File: src/rtl/timer_pkg.sv
// timer_pkg: shared FSM state type and counter width helper for timer_ctrl
package timer_pkg;
  typedef enum logic [1:0] {IDLE, CLEAR, RUN} state_t;
  function automatic int count_w(int max_count);
    return $clog2(max_count) + 1;
  endfunction
endpackage

File: src/rtl/tick_prescaler.sv
// tick_prescaler: divides clk down to one tick every PRESCALE unheld cycles
module tick_prescaler #(
  parameter int PRESCALE = 4
) (
  input  logic clk,
  input  logic rst_n,
  input  logic clr,
  input  logic hold,
  output logic tick
);
  localparam int W = PRESCALE > 1 ? $clog2(PRESCALE) : 1;
  logic [W-1:0] presc;
  assign tick = presc == W'(PRESCALE - 1) && !hold;
  always_ff @(posedge clk or negedge rst_n)
    if (!rst_n) presc <= '0;
    else if (clr) presc <= '0;
    else if (!hold) presc <= tick ? '0 : presc + 1'b1;
endmodule

File: src/rtl/timer_ctrl.sv
// timer_ctrl: one-shot/periodic timer control wrapped around a free-running counter
module timer_ctrl import timer_pkg::*; #(
  parameter int MAX_COUNT = 256,
  parameter int PRESCALE  = 4,
  parameter int PERIOD_W  = 8
) (
  input  logic                            clk,
  input  logic                            rst_n,
  input  logic                            start,
  input  logic                            stop,
  input  logic                            pause,
  input  logic                            periodic,
  input  logic [PERIOD_W-1:0]             num_periods,
  input  logic                            cnt_max_hit,
  input  logic [count_w(MAX_COUNT)-1:0]   cnt_count,
  output logic                            cnt_enable,
  output logic                            cnt_clr,
  output logic                            busy,
  output logic                            irq,
  output logic                            done,
  output logic [PERIOD_W-1:0]             periods_left,
  output logic [count_w(MAX_COUNT)-1:0]   snapshot
);
  localparam int CW = count_w(MAX_COUNT);
  state_t state, state_n;
  logic per, per_n, tick, pend, clr_n, irq_n, done_n;
  logic [PERIOD_W-1:0] left_n;
  logic [CW-1:0] snap_n;
  tick_prescaler #(.PRESCALE(PRESCALE)) u_presc (
    .clk  (clk),
    .rst_n(rst_n),
    .clr  (state != RUN),
    .hold (pause),
    .tick (tick)
  );
  assign cnt_enable = state == RUN && tick;
  assign pend = cnt_enable && cnt_max_hit;
  assign busy = state != IDLE;
  // Periodic with zero periods runs until stopped, so the countdown is frozen.
  always_comb begin
    state_n = state;
    per_n = per;
    left_n = periods_left;
    snap_n = snapshot;
    clr_n = 1'b0;
    irq_n = pend;
    done_n = 1'b0;
    case (state)
      IDLE: if (start && !stop) begin
        state_n = CLEAR;
        clr_n = 1'b1;
        per_n = periodic;
        left_n = periodic ? num_periods : PERIOD_W'(1);
      end
      CLEAR: begin
        state_n = stop ? IDLE : RUN;
        snap_n = stop ? '0 : snapshot;
      end
      RUN: begin
        if (pend && !(per && periods_left == '0)) begin
          left_n = periods_left - 1'b1;
          if (periods_left == PERIOD_W'(1) && !stop) begin
            state_n = IDLE;
            done_n = 1'b1;
          end
        end
        if (stop) begin
          state_n = IDLE;
          snap_n = cnt_count;
        end
      end
      default: state_n = IDLE;
    endcase
  end
  always_ff @(posedge clk or negedge rst_n)
    if (!rst_n) begin
      state <= IDLE;
      per <= 1'b0;
      periods_left <= '0;
      snapshot <= '0;
      cnt_clr <= 1'b0;
      irq <= 1'b0;
      done <= 1'b0;
    end else begin
      state <= state_n;
      per <= per_n;
      periods_left <= left_n;
      snapshot <= snap_n;
      cnt_clr <= clr_n;
      irq <= irq_n;
      done <= done_n;
    end
endmodule

File: config.mk
export PLATFORM = sky130hd
export DESIGN_NAME = timer_ctrl
export DESIGN_NICKNAME = d
export VERILOG_FILES = /design/src/rtl/timer_pkg.sv /design/src/rtl/tick_prescaler.sv /design/src/rtl/timer_ctrl.sv
export SDC_FILE = /design/constraint.sdc
export NUM_CORES = 1
export LEC_CHECK = 0
export ABC_CLOCK_PERIOD_IN_PS = 6200
export BUFFER_PORTS_ARGS = -buffer_cell sky130_fd_sc_hd__buf_2
export CORE_UTILIZATION = 25
export CTS_CLUSTER_DIAMETER = 150
export DETAILED_ROUTE_END_ITERATION = 8
export PLACE_DENSITY = 0.46
export SYNTH_ARGS = -nofsm -noshare
export SYNTH_HDL_FRONTEND = slang
export SYNTH_SLANG_ARGS = --single-unit
File: constraint.sdc
create_clock -name clk -period 6.2 [get_ports clk]
set_input_delay 0.31 -clock clk [delete_from_list [all_inputs] [get_ports clk]]
set_output_delay 0.31 -clock clk [all_outputs]
set_load 0.02 [all_outputs]
## Word-level counts from Yosys, hierarchy flattened

Index checks and enable logic that the tools add are counted.
Widths: inputs -> output; s select.

- Register bits after elaboration: 25
- Bits in latches: 0
- Bits in writable memories: 0
- Memory bits (read-only): 0
- Input port bits: 24
- Output and inout port bits: 22
- Logic and storage cells: 62
- Memories kept: 0

- $add $sub $neg: 2
- Multiply operators: 0
- Divide/modulo/power cells: 0
- $lt $le $gt $ge: 0
- Equal/unequal tests: 12
- Shift operators: 0
- Muxes and demuxes: 21
- Bitwise logic cells: 0
- Reductions and logical operators: 19

Operators by type and width:

| operator | count |
|---|---|
| $mux 8 | 3 |
| $mux 9 | 2 |
| $pmux 9 s2 | 1 |
| $mux 2 | 8 |
| $pmux 8 s2 | 1 |
| $reduce_and 3->1 | 3 |
| $eq 8x1->1 const B | 1 |
| $logic_not 8->1 | 1 |
| $ne 2x2->1 const B | 4 |
| $sub 8x1->8 const B | 1 |
| $logic_and 1x1->1 | 7 |
| $ne 3x2->1 const B | 2 |
| $pmux 2 s3 | 1 |
| $reduce_bool 2->1 | 3 |
| $mux 1 | 5 |
| $eq 2x2->1 const B | 2 |
| $ne 2x1->1 const B | 2 |
| $logic_not 1->1 | 3 |
| $add 2x1->2 const B | 1 |
| $eq 2x1->1 const B | 1 |
| $logic_not 2->1 | 1 |
| $reduce_and 2->1 | 1 |

## Depth between registers and ports, before layout

Gate-level depths: netlist (run 1).

- Depth in word-level cells: 8
- Mapped depth: 7
- Depth with buffers taken out: 6

## Modules after synthesis

A second synthesis (run 1) with hierarchy kept.

- Cells, all modules: 152
- Area, all modules: 1385.1 µm²

By module, submodules not included:

| module | times used | cells an instance | area an instance (µm²) | seq. area each (µm²) |
|---|---|---|---|---|
| timer_ctrl | 1 | 142 | 1281.2 | 575.6 |
| tick_prescaler | 1 | 10 | 103.8 | 50.0 |

## Least setup slack after synthesis (run 1)

OpenSTA, ideal clock, no wires.

- Path kind: register to register
- From: register periods_left[4]
- To: register periods_left[0]
- Library setup time: 0.129 ns
- Data arrival time: 2.118 ns
- Required time: 6.071 ns
- Path slack: 3.954 ns
- Cell stages (with the launch flop): 6
- Buffers on the path: 1
- Period minus slack after synthesis: 2.246 ns
- Path through: dfrtp_1 or4_4 or4_1 clkbuf_2 and3_1 a2111o_1

- Word-level cells in the longest chain between the ends: 6

RTL lines:

| item | line | source |
|---|---|---|
| start, declared | timer_ctrl.sv:21 | `output logic [PERIOD_W-1:0] periods_left,` |
| start signal, assigned | timer_ctrl.sv:87 | `periods_left <= left_n;` |
| $logic_not 8->1 | timer_ctrl.sv:60 | `if (pend && !(per && periods_left == '0)) begin` |
| $logic_and 1x1->1 | timer_ctrl.sv:60 |  |
| $logic_not 1->1 | timer_ctrl.sv:60 |  |
| $logic_and 1x1->1 | timer_ctrl.sv:60 |  |
| $ne 2x1->1 (no source line) | -- |  |
| $reduce_and 3->1 (no source line) | -- |  |

Every way passes these cells.
A chain may end at the register's enable or synchronous reset.

## Worst setup path after layout (run 1)

- From: register state[0]
- To: register periods_left[6]

- Word-level cells in the longest chain between the ends: 6
- Elaborated cells between the ends (all ways): 10
- Classes of those cells: eq/ne: 3; mux: 1; reduce/logical: 6

RTL lines:

| item | line | source |
|---|---|---|
| start, declared | timer_ctrl.sv:25 | `state_t state, state_n;` |
| start signal, assigned | timer_ctrl.sv:85 | `state <= state_n;` |
| $eq 2x2->1 | timer_ctrl.sv:36, timer_ctrl.sv:48 |  |
| $logic_and 1x1->1 | timer_ctrl.sv:36 | `assign cnt_enable = state == RUN && tick;` |
| $logic_and 1x1->1 | timer_ctrl.sv:37 | `assign pend = cnt_enable && cnt_max_hit;` |
| $logic_and 1x1->1 | timer_ctrl.sv:60 |  |
| $ne 2x1->1 (no source line) | -- |  |
| $reduce_and 3->1 (no source line) | -- |  |

Parallel ways exist; a longest one is shown, timed or not.

==> impl_metrics.json, run 1 <==
{
  "grt_max_degree": 26,
  "outcome": "complete, no violations",
  "io_pins": 46,
  "grtUsageTotal": 0.135,
  "crit_path_end_kind": "flop",
  "yosysMostFrequentCell": "nand2_1",
  "leakagePower_uw": 0.000827,
  "cp_max_fo": 25,
  "dr.pass1.iters": 4,
  "cts_root_buffer": "clkbuf_8",
  "r2r_slack_ns": 3.84,
  "finalPower_uw": 460,
  "synth_edf_count": 0,
  "path_clk_slew_ns": 0.09,
  "p_per_area_nw_per_um2": 273,
  "synth.avg_cell_area_um2": 9.16,
  "nNetsFinal": 217,
  "clock-sinks": 25,
  "async_reset_ff_frac": 1.00,
  "n_antenna_cell": 0,
  "start_util": 0.264,
  "yosys.area.top_type": "dfrtp_1",
  "crit_type": "reg -> reg",
  "synth.distinct_cells": 41,
  "first_global_vias": 1224,
  "wl_met3_um": 234,
  "multi_input_area_um2": 681,
  "io_buffers": 45,
  "yosysTopAreaCellShare": 0.458,
  "synth-main-ff-cell": "dfrtp_1",
  "place_area_um2": 1640,
  "timing.final.crit_share": 0.381,
  "ant_nets": 0,
  "dr.first_iter.drc_count": 53,
  "fp.dieW_um": 75.9,
  "drt-met1-wl_mm": 1.73,
  "core_um2": 5170,
  "cts_tree": "done",
  "post_cts_buffers": 0,
  "setup_tns_ns": 0,
  "fmax_mhz": 423,
  "cts_hold_buf": 0,
  "synth_area_um2": 1370,
  "peakVddDrop_mv": 0.0823,
  "ys_warn_count": 0,
  "critical_path_required_ns": 6.36,
  "synth_fp_nets": 177,
  "h-tree-depth": 1,
  "worstMarginPinSlew_ns": 0.630,
  "final_cell_area_um2": 1680,
  "ys_ff_latch": 25,
  "rows": 26,
  "cts_buffers": 3,
  "hold_viol": 0,
  "yosysSeqAreaShare": 0.458,
  "vias_per_cell": 4.87,
  "met2_length_mm": 1.54,
  "drive_gt1_frac": 0.298,
  "skew_ns": 0.00587,
  "num-fill-cells": 542,
  "drv_cap": 0,
  "routed.top_layer": "met4",
  "clkLatencyLatePin_ns": 0.26,
  "num_vias": 1257,
  "chipHeight_um": 75.9,
  "cp-start-kind": "flop",
  "grt_setup_unrepaired": "false",
  "setup_violations": 0,
  "overflow": 0,
  "slew_headroom": 0.580,
  "period_needed_ns": 2.36,
  "wl_mm": 3.51,
  "design.die.area_um2": 5760,
  "cts_resized": 0,
  "drc": 0,
  "syn_to_final_growth_pct": 23.3,
  "synth_top_cells_by_area": "dfrtp_1 (46%), nand2_1 (7.4%), a22o_1 (5.8%), o21ai_0 (4.0%), ha_1 (3.7%)",
  "syn_inst": 149,
  "grt_pass1_wl_mm": 5.87,
  "seq_area_um2": 626,
  "gp_congestion": 0.777,
  "dp_hpwl_mm": 2.61,
  "hold_class": "in -> async",
  "arrival_ns": 2.52,
  "wire_per_inst_um": 13.6,
  "report.final.slew_viol_count": 0,
  "clock_path_buffers": 2,
  "synth_common_cells": "nand2_1 (27), dfrtp_1 (25), o21ai_0 (11)",
  "antenna_found_initial": 0
}
-- area by class of cell --
type | instances | share of cell area
Clock buffer | 4 | 0.0268
Tap cell | 70 | 0.0520
Sequential cell | 25 | 0.372
Multi-Input combinational cell | 109 | 0.404
Timing Repair Buffer | 45 | 0.134
Inverter | 5 | 0.0112
-- worst max-delay path, stage by stage, from the launching register on --
cell and delay [ns]:
dfrtp_1 0.62, and4bb_1 0.44, and2_1 0.31, or4b_2 0.61
a32o_1 0.28
-- power breakdown --
| part | switching [uW] | internal, uW | total, uW |
|---|---|---|---|
| Combinational | 85.1 | 57.9 | 143 |
| Sequential | 32.8 | 188 | 221 |
| Clock | 49.7 | 45.9 | 95.6 |
| Total | 168 | 292 | 460 |
-- sequential cells by signal, indices dropped and copies added (netlist names) --
register,cells
irq,1
snapshot,9
cnt_clr,1
per,1
state,2
done,1
u_presc.presc,2
periods_left,8
-- through the flow --
step / hold WS, ns / setup slack [ns] / utilization / std cells
2_1_floorplan: 0.0144 / 3.95 / - / 149
3_5_place_dp: 0.350 / 3.84 / 0.317 / 254
4_1_cts: 0.0507 / 3.83 / 0.325 / 258
5_1_grt: 0.0813 / 3.70 / 0.325 / 258
6_report: 0.0304 / 3.84 / 0.325 / 258
3_3_place_gp: 0.341 / 3.89 / 0.317 / 254
-- cell families (layout without fill, tap and decap cells) --
family | Yosys count | in the layout | synth area share
AND/OR/NAND/NOR | 58 | 58 | 0.226
flip-flops | 25 | 25 | 0.458
buffers and inverters | 15 | 54 | 0.0431
AO/OA/AOI/OAI | 46 | 46 | 0.228
adder cells (fa/ha/maj) | 4 | 4 | 0.0367
multiplexers | 1 | 1 | 0.00733
-- cells in the final DEF, fill, tap and decap left out, types with 2 or more instances in the layout --
cell | synthesis | final
nor3b_1 | 3 | 3
dfrtp_1 | 25 | 25
nor2_1 | 6 | 6
nor3_1 | 2 | 2
clkbuf_8 | 0 | 3
inv_1 | 5 | 5
nand3_1 | 2 | 2
or2_2 | 2 | 2
a22o_1 | 9 | 9
a21oi_1 | 8 | 8
ha_1 | 4 | 4
o21ai_0 | 11 | 11
buf_2 | 1 | 45
a31oi_1 | 7 | 7
nand2_1 | 27 | 27
nand2b_1 | 3 | 3
o211ai_1 | 2 | 2
-- metal layers --
layer | vias up | track usage
met3 | 2 | 0.0212
met2 | 48 | 0.217
met4 | 0 | 0.0309
met1 | 586 | 0.189
li1 | 621 | -
met5 | - | 0
-- final timing paths --
kind	from	end	cells after the start
worst min register to register	per	per	2
worst max register to register	state[0]	periods_left[6]	4
min in group clk	pause	u_presc.presc[1]	3
worst min-delay path	rst_n	periods_left[7]	1
max in group asynchronous	rst_n	snapshot[7]	1
worst max-delay path	state[0]	periods_left[6]	4
Note: power is estimated with default switching activity, not from simulation.
==> inputs of run 2 (changes only) <==
ABC_CLOCK_PERIOD_IN_PS = 2450   (was 6200)
clock period = 2.45 ns   (was 6.2 ns; I/O delays follow)
==> run 2 against run 1 <==
Net effect:
- sequential cell count stayed put
- routed wire length up 5.9%
- critical path depth did not move
==> impl_metrics.json, run 2 (synthesis results as in run 1) <==
{
  "syn_to_final_growth_pct": 26.2,
  "drv_cap": 0,
  "ant_nets": 0,
  "leakagePower_uw": 0.000852,
  "reg2reg_depth": 4,
  "crit_type": "reg -> reg",
  "path_clk_slew_ns": 0.09,
  "final_cell_mix": "buf_2 (45), nand2_1 (27), dfrtp_1 (25), o21ai_0 (11), a22o_1 (9)",
  "post_cts_buffers": 0,
  "grt_pass1_wl_mm": 5.87,
  "grtUsageTotal": 0.137,
  "r2r_end": "periods_left[0]",
  "hold_class": "in -> reg",
  "clockPowerShare": 0.206,
  "seqPwrFrac": 0.462,
  "rows": 26,
  "num_vias": 1338,
  "p_sw_uw": 433,
  "design.die.area_um2": 5760,
  "drc": 0,
  "setup_tns_ns": 0,
  "num-fill-cells": 541,
  "critical_path_required_ns": 2.60,
  "overflow": 0,
  "timing.final.crit_share": 0.925,
  "io_buffers": 45,
  "worstHoldStart": "cnt_max_hit",
  "p_per_area_nw_per_um2": 686,
  "clkLatencyLatePin_ns": 0.26,
  "clock-sinks": 25,
  "first_global_vias": 1248,
  "hold_depth": 2,
  "h-tree-depth": 1,
  "worstPathCellList": "or4_4 > or4_1 > and3_1 > a2111o_1",
  "outcome": "complete, no violations",
  "largest_reg_flops": 9,
  "core_um2": 5170,
  "cts_resized": 0,
  "wl_mm": 3.72,
  "dp_hpwl_mm": 2.68,
  "slew_headroom": 0.578,
  "layout_commonest_cell": "buf_2",
  "setup_violations": 0,
  "arrival_ns": 2.42,
  "finalPower_uw": 1180,
  "cp-start-kind": "flop",
  "fmax_mhz": 441,
  "multi_input_area_um2": 681,
  "top_regs": "snapshot (9), periods_left (8)",
  "worstMarginPinSlew_ns": 0.634,
  "top_register": "snapshot",
  "peakVddDrop_mv": 0.251,
  "start_util": 0.264,
  "hold_viol": 0,
  "cts_tree": "done",
  "cts_hold_buf": 1,
  "skew_ns": 0.00132,
  "r2r_slack_ns": 0.18,
  "instances_no_fill": 263,
  "drive_gt1_frac": 0.311,
  "dr.pass1.iters": 4,
  "combPwrFrac": 0.332,
  "report.final.slew_viol_count": 0,
  "final_core_util": 0.333,
  "cp_slowest_stage_delay_ns": 0.60,
  "gp_congestion": 0.853,
  "cts_root_buffer": "clkbuf_8",
  "cp_max_fo": 7,
  "grt_max_degree": 26,
  "vias_per_cell": 5.09,
  "critical-path-top-delay-family": "simple AND/OR/NAND/NOR gates",
  "io_pins": 46,
  "chipHeight_um": 75.9,
  "critical_path_buf_inv_count": 0,
  "clock_path_buffers": 2,
  "crit_path_end_kind": "flop",
  "period_needed_ns": 2.27,
  "nNetsFinal": 222,
  "slowest_stage": "or4_1",
  "place_inst": 258,
  "whs_endpoint": "done",
  "rr_startpoint": "periods_left[5]",
  "antenna_found_initial": 0,
  "wire_per_inst_um": 14.1,
  "dr.first_iter.drc_count": 72,
  "switching_share": 0.366,
  "grt_setup_unrepaired": "false",
  "intPower_uw": 749,
  "n_antenna_cell": 0,
  "cts_buffers": 3,
  "seq_area_um2": 626,
  "fp.dieW_um": 75.9
}
-- run 2: power groups by stage --
stage / Clock (uW) / Sequential (uW) / Combinational, uW
floorplan: 0 / 618 / 172
global placement: 0 / 549 / 390
detailed placement: 0 / 552 / 391
CTS: 259 / 544 / 394
global route: 269 / 556 / 432
finish: 243 / 546 / 392
-- run 2: area by class of cell --
cell class,instances,share of cell area
Multi-Input combinational cell,109,0.395
Sequential cell,25,0.363
Timing Repair Buffer,50,0.154
Tap cell,70,0.0508
Clock buffer,4,0.0261
Inverter,5,0.0109
-- run 2: worst max path at each step --
stage                                  to  cells after the start            start  slack (ns)
after floorplan           periods_left[0]                      5  periods_left[4]        0.20
after global placement    periods_left[0]                      4  periods_left[5]        0.22
after detailed placement  periods_left[0]                      4  periods_left[5]        0.21
after CTS                 periods_left[0]                      4  periods_left[5]        0.18
after global routing      periods_left[0]                      4  periods_left[5]        0.09
final                     periods_left[0]                      4  periods_left[5]        0.18
-- run 2: metrics by stage --
stage               setup slack [ns]  hold WS, ns  instance area, um^2
floorplan                      0.204       -0.173                 1370
global placement               0.223        0.164                 1670
detailed placement             0.215        0.171                 1670
CTS                            0.183        0.142                 1720
global route                  0.0857        0.153                 1720
finish                         0.185        0.147                 1720
-- run 2: per-layer routing --
metal	global-route usage	wire [um]
met1	0.179	1600
met2	0.224	1760
met3	0.0317	345
met4	0.0432	17
met5	0	0
==> inputs of run 3 (changes only) <==
ABC_CLOCK_PERIOD_IN_PS = 2850   (was 2450)
clock period = 2.85 ns   (was 2.45 ns; I/O delays follow)
==> run 3 against run 2 <==
Net effect:
- sequential share of layout area increased by 0.32 points
- critical path depth unchanged
- cell count decreased by 0.76%
- largest power group unchanged
- critical endpoint unchanged
- global-route usage increased by 0.35 points
- first-iteration DRC count decreased by 9.7%
- combinational power decreased by 17%
- clock power decreased by 12%
- fmax decreased by 1.8%
==> impl_metrics.json, run 3 (synthesis results as in run 1) <==
{
  "syn_to_final_growth_pct": 25.1,
  "cts_hold_buf": 1,
  "critical-path-top-delay-family": "simple AND/OR/NAND/NOR gates",
  "clock_path_buffers": 2,
  "overflow": 0,
  "chipHeight_um": 75.9,
  "largest_reg_flops": 9,
  "critical_path_required_ns": 3.00,
  "finalPower_uw": 1020,
  "drive_gt1_frac": 0.304,
  "timing.hold.ws_ns": 0.173,
  "hold_class": "in -> reg",
  "num-fill-cells": 544,
  "core_um2": 5170,
  "hold_depth": 2,
  "n_antenna_cell": 0,
  "clock-sinks": 25,
  "cts_buffers": 3,
  "layout_commonest_cell": "buf_2",
  "arrival_ns": 2.46,
  "cp.depth": 4,
  "grt_max_degree": 26,
  "clkLatencyLatePin_ns": 0.27,
  "leakagePower_uw": 0.000842,
  "io_pins": 46,
  "outcome": "complete, no violations",
  "seq_area_um2": 626,
  "rows": 26,
  "gp_congestion": 0.834,
  "skew_ns": 0.00610,
  "cp-start-kind": "flop",
  "start_util": 0.264,
  "reg2reg_depth": 4,
  "cts_root_buffer": "clkbuf_8",
  "first_global_vias": 1249,
  "setup_violations": 0,
  "drc": 0,
  "worstPathCellList": "or4_4 > or4_1 > and3_1 > a2111o_1",
  "ant_nets": 0,
  "cts_tree": "done",
  "wl_mm": 3.75,
  "final_core_util": 0.330,
  "wire_per_inst_um": 14.4,
  "report.final.slew_viol_count": 0,
  "vias_per_cell": 4.91,
  "critical_path_buf_inv_count": 0,
  "path_clk_slew_ns": 0.09,
  "antenna_found_initial": 0,
  "whs_endpoint": "done",
  "io_buffers": 45,
  "fmax_mhz": 434,
  "fp.dieW_um": 75.9,
  "r2r_slack_ns": 0.54,
  "cp_max_fo": 8,
  "h-tree-depth": 1,
  "slew_headroom": 0.591,
  "slowest_stage": "or4_1",
  "timing.final.crit_share": 0.809,
  "multi_input_area_um2": 681,
  "final_cell_area_um2": 1710,
  "worstMarginPinSlew_ns": 0.613,
  "drv_cap": 0,
  "crit_path_end_kind": "flop",
  "design.die.area_um2": 5760,
  "grt_setup_unrepaired": "false",
  "dr.first_iter.drc_count": 65,
  "cp_slowest_stage_delay_ns": 0.62,
  "p_per_area_nw_per_um2": 595,
  "dp_hpwl_mm": 2.67,
  "post_cts_buffers": 0,
  "rr_startpoint": "periods_left[4]",
  "dr.pass1.iters": 4,
  "nNetsFinal": 220,
  "worstHoldStart": "cnt_max_hit",
  "r2r_end": "periods_left[0]",
  "top_regs": "snapshot (9), periods_left (8)",
  "crit_type": "reg -> reg",
  "num_vias": 1282,
  "period_needed_ns": 2.31,
  "place_area_um2": 1650,
  "final_cell_mix": "buf_2 (45), nand2_1 (27), dfrtp_1 (25), o21ai_0 (11), a22o_1 (9)",
  "top_register": "snapshot",
  "grt_pass1_wl_mm": 6.15,
  "grtUsageTotal": 0.141,
  "hold_viol": 0,
  "peakVddDrop_mv": 0.181,
  "setup_tns_ns": 0,
  "cts_resized": 0
}
[run 3: per-stage QoR]
step | instances | setup slack (ns)
after global placement | 256 | 0.625
final | 261 | 0.544
after CTS | 261 | 0.566
after detailed placement | 256 | 0.594
after global routing | 261 | 0.482
after floorplan | 149 | 0.604
[run 3: how the worst max path moves through the flow]
stage / startpoint / to
global route: periods_left[4] / periods_left[0]
global placement: periods_left[4] / periods_left[0]
floorplan: periods_left[4] / periods_left[0]
detailed placement: periods_left[4] / periods_left[0]
CTS: periods_left[4] / periods_left[0]
finish: periods_left[4] / periods_left[0]
[run 3: layout make-up]
class	count	share of cell area
multi-input combinational	109	0.399
timing repair buffer	48	0.147
inverter	5	0.0110
clock buffer	4	0.0264
sequential	25	0.366
tap	70	0.0513
[run 3: layer usage]
layer,vias to the layer above,share of wire,global-route usage
li1,630,-,-
met1,604,0.50,0.188
met2,44,0.43,0.226
met3,4,0.055,0.0265
met4,0,0.012,0.0514
met5,-,0,0
[run 3: power by group]
part	total (uW)	internal, uW	switching, uW
logic	327	130	197
clock network	215	100	115
registers	474	410	64.5
total	1020	640	376
